==> config.mk <==
export PLATFORM = sky130hd
export DESIGN_NAME = md5_iter_core_flat
export DESIGN_NICKNAME = d
export VERILOG_FILES = /design/src/rtl/md5_pkg.sv /design/src/rtl/md5_iter_core_if.sv /design/src/rtl/md5_step.sv /design/src/rtl/md5_iter_core.sv /design/src/flat_wrapper.sv
export SDC_FILE = /design/constraint.sdc
export NUM_CORES = 2
export LEC_CHECK = 0
export ABC_CLOCK_PERIOD_IN_PS = 51500
export CORE_ASPECT_RATIO = 1.1
export CORE_MARGIN = 1.5
export CORE_UTILIZATION = 56
export CTS_CLUSTER_DIAMETER = 30
export CTS_CLUSTER_SIZE = 24
export DETAILED_ROUTE_END_ITERATION = 10
export GPL_TIMING_DRIVEN = 1
export PLACE_DENSITY = 0.8
export REMOVE_ABC_BUFFERS = 1
export SLEW_MARGIN = 20
export SYNTH_ARGS = -nofsm -noshare
export SYNTH_HDL_FRONTEND = slang
export SYNTH_SLANG_ARGS = --single-unit
==> constraint.sdc <==
create_clock -name clk_i -period 51.5 [get_ports clk_i]
set_clock_uncertainty 0.1 [all_clocks]
set_input_delay 10.3 -clock clk_i [delete_from_list [all_inputs] [get_ports clk_i]]
set_output_delay 10.3 -clock clk_i [all_outputs]
set_load 0.03 [all_outputs]
==> src/rtl/md5_pkg.sv <==
// rtl/md5_pkg.sv - MD5 constants, state type and step helper functions
// Purpose: shared definitions for the iterative MD5 core.
// Ports: none (package). Provides md5_state_t, MD5_IV, K/S tables,
// round function md5_f, word index md5_g, shift md5_s and md5_add.
package md5_pkg;

  typedef enum logic {
    ST_IDLE,
    ST_RUN
  } core_state_t;

  // Packed so that {a,b,c,d} maps directly onto the 128-bit digest.
  typedef struct packed {
    logic [31:0] a;
    logic [31:0] b;
    logic [31:0] c;
    logic [31:0] d;
  } md5_state_t;

  localparam md5_state_t MD5_IV = '{
    a: 32'h67452301, b: 32'hefcdab89, c: 32'h98badcfe, d: 32'h10325476
  };

  localparam logic [31:0] MD5_K [64] = '{
    32'hd76aa478, 32'he8c7b756, 32'h242070db, 32'hc1bdceee,
    32'hf57c0faf, 32'h4787c62a, 32'ha8304613, 32'hfd469501,
    32'h698098d8, 32'h8b44f7af, 32'hffff5bb1, 32'h895cd7be,
    32'h6b901122, 32'hfd987193, 32'ha679438e, 32'h49b40821,
    32'hf61e2562, 32'hc040b340, 32'h265e5a51, 32'he9b6c7aa,
    32'hd62f105d, 32'h02441453, 32'hd8a1e681, 32'he7d3fbc8,
    32'h21e1cde6, 32'hc33707d6, 32'hf4d50d87, 32'h455a14ed,
    32'ha9e3e905, 32'hfcefa3f8, 32'h676f02d9, 32'h8d2a4c8a,
    32'hfffa3942, 32'h8771f681, 32'h6d9d6122, 32'hfde5380c,
    32'ha4beea44, 32'h4bdecfa9, 32'hf6bb4b60, 32'hbebfbc70,
    32'h289b7ec6, 32'heaa127fa, 32'hd4ef3085, 32'h04881d05,
    32'hd9d4d039, 32'he6db99e5, 32'h1fa27cf8, 32'hc4ac5665,
    32'hf4292244, 32'h432aff97, 32'hab9423a7, 32'hfc93a039,
    32'h655b59c3, 32'h8f0ccc92, 32'hffeff47d, 32'h85845dd1,
    32'h6fa87e4f, 32'hfe2ce6e0, 32'ha3014314, 32'h4e0811a1,
    32'hf7537e82, 32'hbd3af235, 32'h2ad7d2bb, 32'heb86d391
  };

  function automatic logic [31:0] md5_k(input logic [5:0] i);
    return MD5_K[i];
  endfunction

  // Shift amount depends only on the round and on i mod 4.
  function automatic logic [4:0] md5_s(input logic [5:0] i);
    case ({i[5:4], i[1:0]})
      4'h0: return 5'd7;
      4'h1: return 5'd12;
      4'h2: return 5'd17;
      4'h3: return 5'd22;
      4'h4: return 5'd5;
      4'h5: return 5'd9;
      4'h6: return 5'd14;
      4'h7: return 5'd20;
      4'h8: return 5'd4;
      4'h9: return 5'd11;
      4'ha: return 5'd16;
      4'hb: return 5'd23;
      4'hc: return 5'd6;
      4'hd: return 5'd10;
      4'he: return 5'd15;
      default: return 5'd21;
    endcase
  endfunction

  function automatic logic [31:0] md5_f(input logic [1:0] round, input logic [31:0] b,
                                        input logic [31:0] c, input logic [31:0] d);
    case (round)
      2'd0: return (b & c) | (~b & d);
      2'd1: return (d & b) | (~d & c);
      2'd2: return b ^ c ^ d;
      default: return c ^ (b | ~d);
    endcase
  endfunction

  // Only the low 4 bits of i matter once the result is taken mod 16.
  function automatic logic [3:0] md5_g(input logic [5:0] i);
    logic [3:0] l;
    l = i[3:0];
    case (i[5:4])
      2'd0: return l;
      2'd1: return l * 4'd5 + 4'd1;
      2'd2: return l * 4'd3 + 4'd5;
      default: return l * 4'd7;
    endcase
  endfunction

  function automatic md5_state_t md5_add(input md5_state_t x, input md5_state_t y);
    return '{a: x.a + y.a, b: x.b + y.b, c: x.c + y.c, d: x.d + y.d};
  endfunction

endpackage

==> src/rtl/md5_iter_core_if.sv <==
// rtl/md5_iter_core_if.sv - block input / digest output bundle of the MD5 core
// Purpose: groups the block handshake and the digest outputs.
// Ports: blk_valid_i/blk_ready_o handshake, blk_first_i/blk_last_i qualifiers,
// blk_i 512-bit block, digest_o 128-bit digest, digest_valid_o pulse, busy_o.
// Modports: master drives blocks, slave is the core.
interface md5_iter_core_if;
  logic         blk_valid_i;
  logic         blk_ready_o;
  logic         blk_first_i;
  logic         blk_last_i;
  logic [511:0] blk_i;
  logic [127:0] digest_o;
  logic         digest_valid_o;
  logic         busy_o;

  modport master (
    output blk_valid_i, blk_first_i, blk_last_i, blk_i,
    input  blk_ready_o, digest_o, digest_valid_o, busy_o
  );

  modport slave (
    input  blk_valid_i, blk_first_i, blk_last_i, blk_i,
    output blk_ready_o, digest_o, digest_valid_o, busy_o
  );
endinterface

==> src/rtl/md5_step.sv <==
// rtl/md5_step.sv - one combinational MD5 step
// Purpose: applies a single MD5 step to a working state.
// Ports: state_in working state, word M[g], k_const K[i], shift S[i],
// round (i/16), state_out next working state.
module md5_step
  import md5_pkg::*;
(
  input  md5_state_t  state_in,
  input  logic [31:0] word,
  input  logic [31:0] k_const,
  input  logic [4:0]  shift,
  input  logic [1:0]  round,
  output md5_state_t  state_out
);
  logic [31:0] f;
  logic [31:0] sum;
  logic [31:0] rot;

  assign f   = md5_f(round, state_in.b, state_in.c, state_in.d);
  assign sum = state_in.a + f + k_const + word;
  // shift is never 0 for MD5, so the right shift by 32-shift stays in range.
  assign rot = (sum << shift) | (sum >> (6'd32 - {1'b0, shift}));

  assign state_out = '{a: state_in.d, b: state_in.b + rot, c: state_in.b, d: state_in.c};
endmodule

==> src/rtl/md5_iter_core.sv <==
// rtl/md5_iter_core.sv - iterative multi-block MD5 compression engine
// Purpose: hashes pre-padded 512-bit blocks, STEPS_PER_CLK steps per clock,
// chaining across blocks and publishing the digest after the last block.
// Ports: clk_i clock, rst_i async active-high reset, bus (slave modport)
// carrying the block handshake, qualifiers, digest and status.
module md5_iter_core
  import md5_pkg::*;
#(
  parameter int STEPS_PER_CLK = 1
) (
  input logic clk_i,
  input logic rst_i,
  md5_iter_core_if.slave bus
);
  if (STEPS_PER_CLK != 1 && STEPS_PER_CLK != 2 && STEPS_PER_CLK != 4) begin : g_bad_steps
    $error("md5_iter_core: STEPS_PER_CLK must be 1, 2 or 4");
  end

  localparam logic [5:0] LAST_CNT = 6'(64 - STEPS_PER_CLK);
  localparam logic [5:0] CNT_INC  = 6'(STEPS_PER_CLK);

  core_state_t  state, state_next;
  logic [5:0]   cnt;
  logic [511:0] blk;
  logic         last;
  logic         digest_valid;
  logic         accept, done;
  md5_state_t   work, chain, digest, final_work, chain_sum;

  // Unrolled step chain; instance k executes step cnt+k.
  for (genvar k = 0; k < STEPS_PER_CLK; k++) begin : g_step
    logic [5:0]  idx;
    logic [3:0]  g;
    logic [31:0] word;
    md5_state_t  st_in, st_out;

    assign idx  = cnt + 6'(k);
    assign g    = md5_g(idx);
    assign word = blk[{g, 5'd0} +: 32];

    if (k == 0) begin : g_head
      assign st_in = work;
    end else begin : g_tail
      assign st_in = g_step[k-1].st_out;
    end

    md5_step u_step (
      .state_in (st_in),
      .word     (word),
      .k_const  (md5_k(idx)),
      .shift    (md5_s(idx)),
      .round    (idx[5:4]),
      .state_out(st_out)
    );
  end

  assign final_work = g_step[STEPS_PER_CLK-1].st_out;
  assign chain_sum  = md5_add(chain, final_work);

  always_ff @(posedge clk_i or posedge rst_i) begin
    if (rst_i) state <= ST_IDLE;
    else       state <= state_next;
  end

  always_comb begin
    state_next = state;
    accept     = 1'b0;
    done       = 1'b0;
    case (state)
      ST_IDLE: begin
        if (bus.blk_valid_i) begin
          accept     = 1'b1;
          state_next = ST_RUN;
        end
      end
      ST_RUN: begin
        if (cnt == LAST_CNT) begin
          done       = 1'b1;
          state_next = ST_IDLE;
        end
      end
      default: state_next = ST_IDLE;
    endcase
  end

  always_ff @(posedge clk_i or posedge rst_i) begin
    if (rst_i) begin
      cnt          <= '0;
      blk          <= '0;
      last         <= 1'b0;
      work         <= '0;
      chain        <= MD5_IV;
      digest       <= '0;
      digest_valid <= 1'b0;
    end else begin
      digest_valid <= 1'b0;
      if (accept) begin
        blk  <= bus.blk_i;
        last <= bus.blk_last_i;
        cnt  <= '0;
        // A first block restarts the message, dropping any partial chain.
        if (bus.blk_first_i) begin
          work  <= MD5_IV;
          chain <= MD5_IV;
        end else begin
          work <= chain;
        end
      end else if (state == ST_RUN) begin
        work <= final_work;
        cnt  <= cnt + CNT_INC;
        if (done) begin
          chain <= chain_sum;
          if (last) begin
            digest       <= chain_sum;
            digest_valid <= 1'b1;
          end
        end
      end
    end
  end

  assign bus.blk_ready_o    = (state == ST_IDLE);
  assign bus.busy_o         = (state == ST_RUN);
  assign bus.digest_o       = digest;
  assign bus.digest_valid_o = digest_valid;
endmodule

==> src/flat_wrapper.sv <==
// flat-port wrapper written by rule: the top's interface ports become plain ports
module md5_iter_core_flat import md5_pkg::*;
#(
  parameter int STEPS_PER_CLK = 1
)
  (clk_i, rst_i, bus_blk_valid_i, bus_blk_first_i, bus_blk_last_i, bus_blk_i, bus_blk_ready_o, bus_digest_o, bus_digest_valid_o, bus_busy_o);
  md5_iter_core_if bus_i ();
  input logic clk_i;
  input logic rst_i;
  input wire logic [$bits(bus_i.blk_valid_i)-1:0] bus_blk_valid_i;
  input wire logic [$bits(bus_i.blk_first_i)-1:0] bus_blk_first_i;
  input wire logic [$bits(bus_i.blk_last_i)-1:0] bus_blk_last_i;
  input wire logic [$bits(bus_i.blk_i)-1:0] bus_blk_i;
  output wire logic [$bits(bus_i.blk_ready_o)-1:0] bus_blk_ready_o;
  output wire logic [$bits(bus_i.digest_o)-1:0] bus_digest_o;
  output wire logic [$bits(bus_i.digest_valid_o)-1:0] bus_digest_valid_o;
  output wire logic [$bits(bus_i.busy_o)-1:0] bus_busy_o;
  assign bus_i.blk_valid_i = bus_blk_valid_i;
  assign bus_i.blk_first_i = bus_blk_first_i;
  assign bus_i.blk_last_i = bus_blk_last_i;
  assign bus_i.blk_i = bus_blk_i;
  assign bus_blk_ready_o = bus_i.blk_ready_o;
  assign bus_digest_o = bus_i.digest_o;
  assign bus_digest_valid_o = bus_i.digest_valid_o;
  assign bus_busy_o = bus_i.busy_o;
  md5_iter_core #(.STEPS_PER_CLK(STEPS_PER_CLK)) u_core (.clk_i(clk_i), .rst_i(rst_i), .bus(bus_i));
endmodule
==> reports/metrics.cfg <==
[run_status]
status=finished clean

[cts]
ctsHoldBuffers=0
clkTransAtPathRegs_ns=0.05
cts_buffer_depth=3
cts.sinks=905
worstSkewPairLatency_ns=0.78
cts_buffers=169
tritoncts=built
root_buffer=clkbuf_16
h-tree-depth=4
ctsResizeCount=0
cts_setup_buffers=0

[yosys]
yosysWarnings=0
avgSynthCellArea_um2=8.46
synth_compound_area_frac=0.168
netlist_area_um2=57100
seq_area_frac_synth=0.398
synth_ff_type=dfrtp_1
yosys.area_share.adder=0.0720
synth-simple-area-share=0.207
synth_xor_area_frac=0.0347
synth_seq_cells=905
synth_cell_type_count=90
synth_top_family_by_area=simple AND/OR/NAND/NOR gates
synth_cells=6744
synthMuxAreaShare=0.0812
async_reset_ff_frac=1.00
synth-edff-count=0

[routing]
drtAntennaViolNets=0
vias_per_cell=6.27
wire_per_inst_um=23.7
drt-met1-wl_um=77200
wl_met3_um=17500
firstDrtPassIters=10
vias=54400
met2_length_um=97500
remaining_drc_errors=0
drtIter0Drc=6118
routed_wl_um=206000
topRoutingLayerUsed=met5

[setup_path]
cp-end-kind=flip-flop
cpPeakStageDelay_ns=0.74
r2r_cells=58
crit_required_ns=52.09
critPathMostFrequentCell=o21ai_0
criticalPathCategory=flip-flop to flip-flop
cp-start-kind=flip-flop
crit_arrival_ns=16.11
path_max_fanout=52
slowest_stage=buf_4

[cells_and_area]
multi_input_area_um2=32200
final-seq-area_um2=22700
fin_nets=8011
drive_above_1_share=0.0952
area.growth.synth_to_final_pct=23.8
fillers=7464

[die]
core_area_um2=101000
ios=648
die_h_um=338
die_w_um=307
num_rows=122
die_area_um2=104000
start_util=0.566

[job]
cap_violations=0

[sta]
tns_ns=0
period_needed_ns=15.52
slew_viol_final=0
finalSetupViolations=0
rsz0062_at_grt=false
final_hold_viol_count=0
tightest_slew_ns=1.17
fmax_mhz=64.4
fin_crit_sh=0.301
slew_headroom=0.216

[global_routing]
grt_max_degree=196
grt_pass1_wl_um=312000
grtUsageTotal=0.392
antenna_found_initial=30
grt_pass1_vias=53700
overflow=0

[placed_design]
dp_hpwl_um=144000
gp_congestion=1.02
io_buffers=647

[worst_hold_path]
worstHoldPathType=flip-flop to flip-flop
holdPathStages=2

placed cells by master (no fill, tap or decap), types with 64 or more instances in the layout:
cell,instances
clkdlybuf4s50_1,646
xor2_1,89
ha_1,218
buf_4,76
a21oi_1,328
o22ai_1,96
dfrtp_1,836
nor2_1,245
nand3_1,166
clkbuf_16,172
xnor2_1,126
mux2i_1,97
a21o_1,68
mux4_2,130
nor3_1,109
fa_1,69
o21ai_0,557
nand2_1,2169
inv_1,148
dfstp_2,64
o211ai_1,75
through the flow:
step | worst slack, ns | utilization | instance area (µm²) | cells | hold slack [ns]
2_1_floorplan | 15.76 | - | 55400 | 6308 | 0.340
5_1_grt | 35.06 | 0.701 | 70600 | 8680 | 0.386
6_report | 35.98 | 0.701 | 70600 | 8682 | 0.369
3_3_place_gp | 35.82 | 0.639 | 64300 | 8338 | 0.351
4_1_cts | 36.22 | 0.700 | 70500 | 8653 | 0.369
3_5_place_dp | 35.72 | 0.639 | 64300 | 8338 | 0.357
critical path, delay by kind of cell, from the launching register on:
| kind | cells | cell delay [ns] |
|---|---|---|
| XOR/XNOR | 4 | 1.04 |
| AO/OA/AOI/OAI | 23 | 5.79 |
| adder cells (fa/ha/maj) | 8 | 3.45 |
| AND/OR/NAND/NOR | 11 | 1.54 |
| buffers and inverters | 7 | 1.76 |
| multiplexers | 5 | 1.34 |
| flip-flops | 1 | 0.35 |
synthesized netlist by cell type (all sizes together), types with 23 or more instances:
library cell  number  area (µm²)
a211oi            55         423
dfrtp            841       21000
and3              43         269
xor2              90         788
dfstp             64        1680
ha               218        2730
nor2b             31         194
o311a             23         230
nand2b            29         181
clkbuf           360        1350
o22ai             96         601
o21ai            561        2810
fa                69        1380
nand3            166         831
nor2             249         937
inv              154         578
nor3             109         546
o21bai            30         225
xnor2            130        1150
a21o              68         510
mux2i             97         971
a31oi             50         319
a22oi             63         473
buf               76         290
o21a              27         203
a21oi            330        1660
mux2              63         709
o211ai            76         576
nand2           2172        8150
mux4             131        2950
state kept, by name (all words and copies together) (netlist names):
name and flops:
u_core.blk 512, u_core.bus.digest_o 128, u_core.chain 128, u_core.g_step.st_in 128, u_core.cnt 6, u_core.bus.busy_o 1, u_core.bus.digest_valid_o 1, u_core.last 1
final cells by class:
type	instances	share of cell area
multi-input combinational	5247	0.457
sequential	905	0.322
timing repair buffer	728	0.101
clock buffer	213	0.0665
tap	1302	0.0231
clock inverter	102	0.0212
inverter	156	0.00840
antenna	29	0.00103
metal layers:
metal  GRT usage  vias to the layer above
met5           0                        -
met4       0.236                        4
met3      0.0704                      672
met2       0.630                     2939
met1       0.495                    26500
li1            -                    24300
final timing paths:
kind,from,end,slack [ns]
worst max register to register,u_core.cnt[1],u_core.chain[95],35.98
worst max-delay path,u_core.cnt[1],u_core.chain[95],35.98
worst min register to register,u_core.blk[60],u_core.blk[60],0.37
max in group asynchronous,rst_i,u_core.bus.digest_o[60],38.02
worst min-delay path,u_core.blk[60],u_core.blk[60],0.37
min in group asynchronous,rst_i,u_core.blk[420],10.04
kinds of logic (layout without fill, tap and decap cells):
kind of cell | after synthesis | after routing
AND/OR/NAND/NOR | 2899 | 2899
AO/OA/AOI/OAI | 1548 | 1548
flip-flops | 905 | 905
adder cells (fa/ha/maj) | 287 | 287
multiplexers | 291 | 291
XOR/XNOR | 222 | 222
buffers and inverters | 592 | 1199
other | 0 | 29
Power is left out: the tool's default activity adds up to more than one toggle a clock period on the data nets, which glitch-free logic cannot reach.
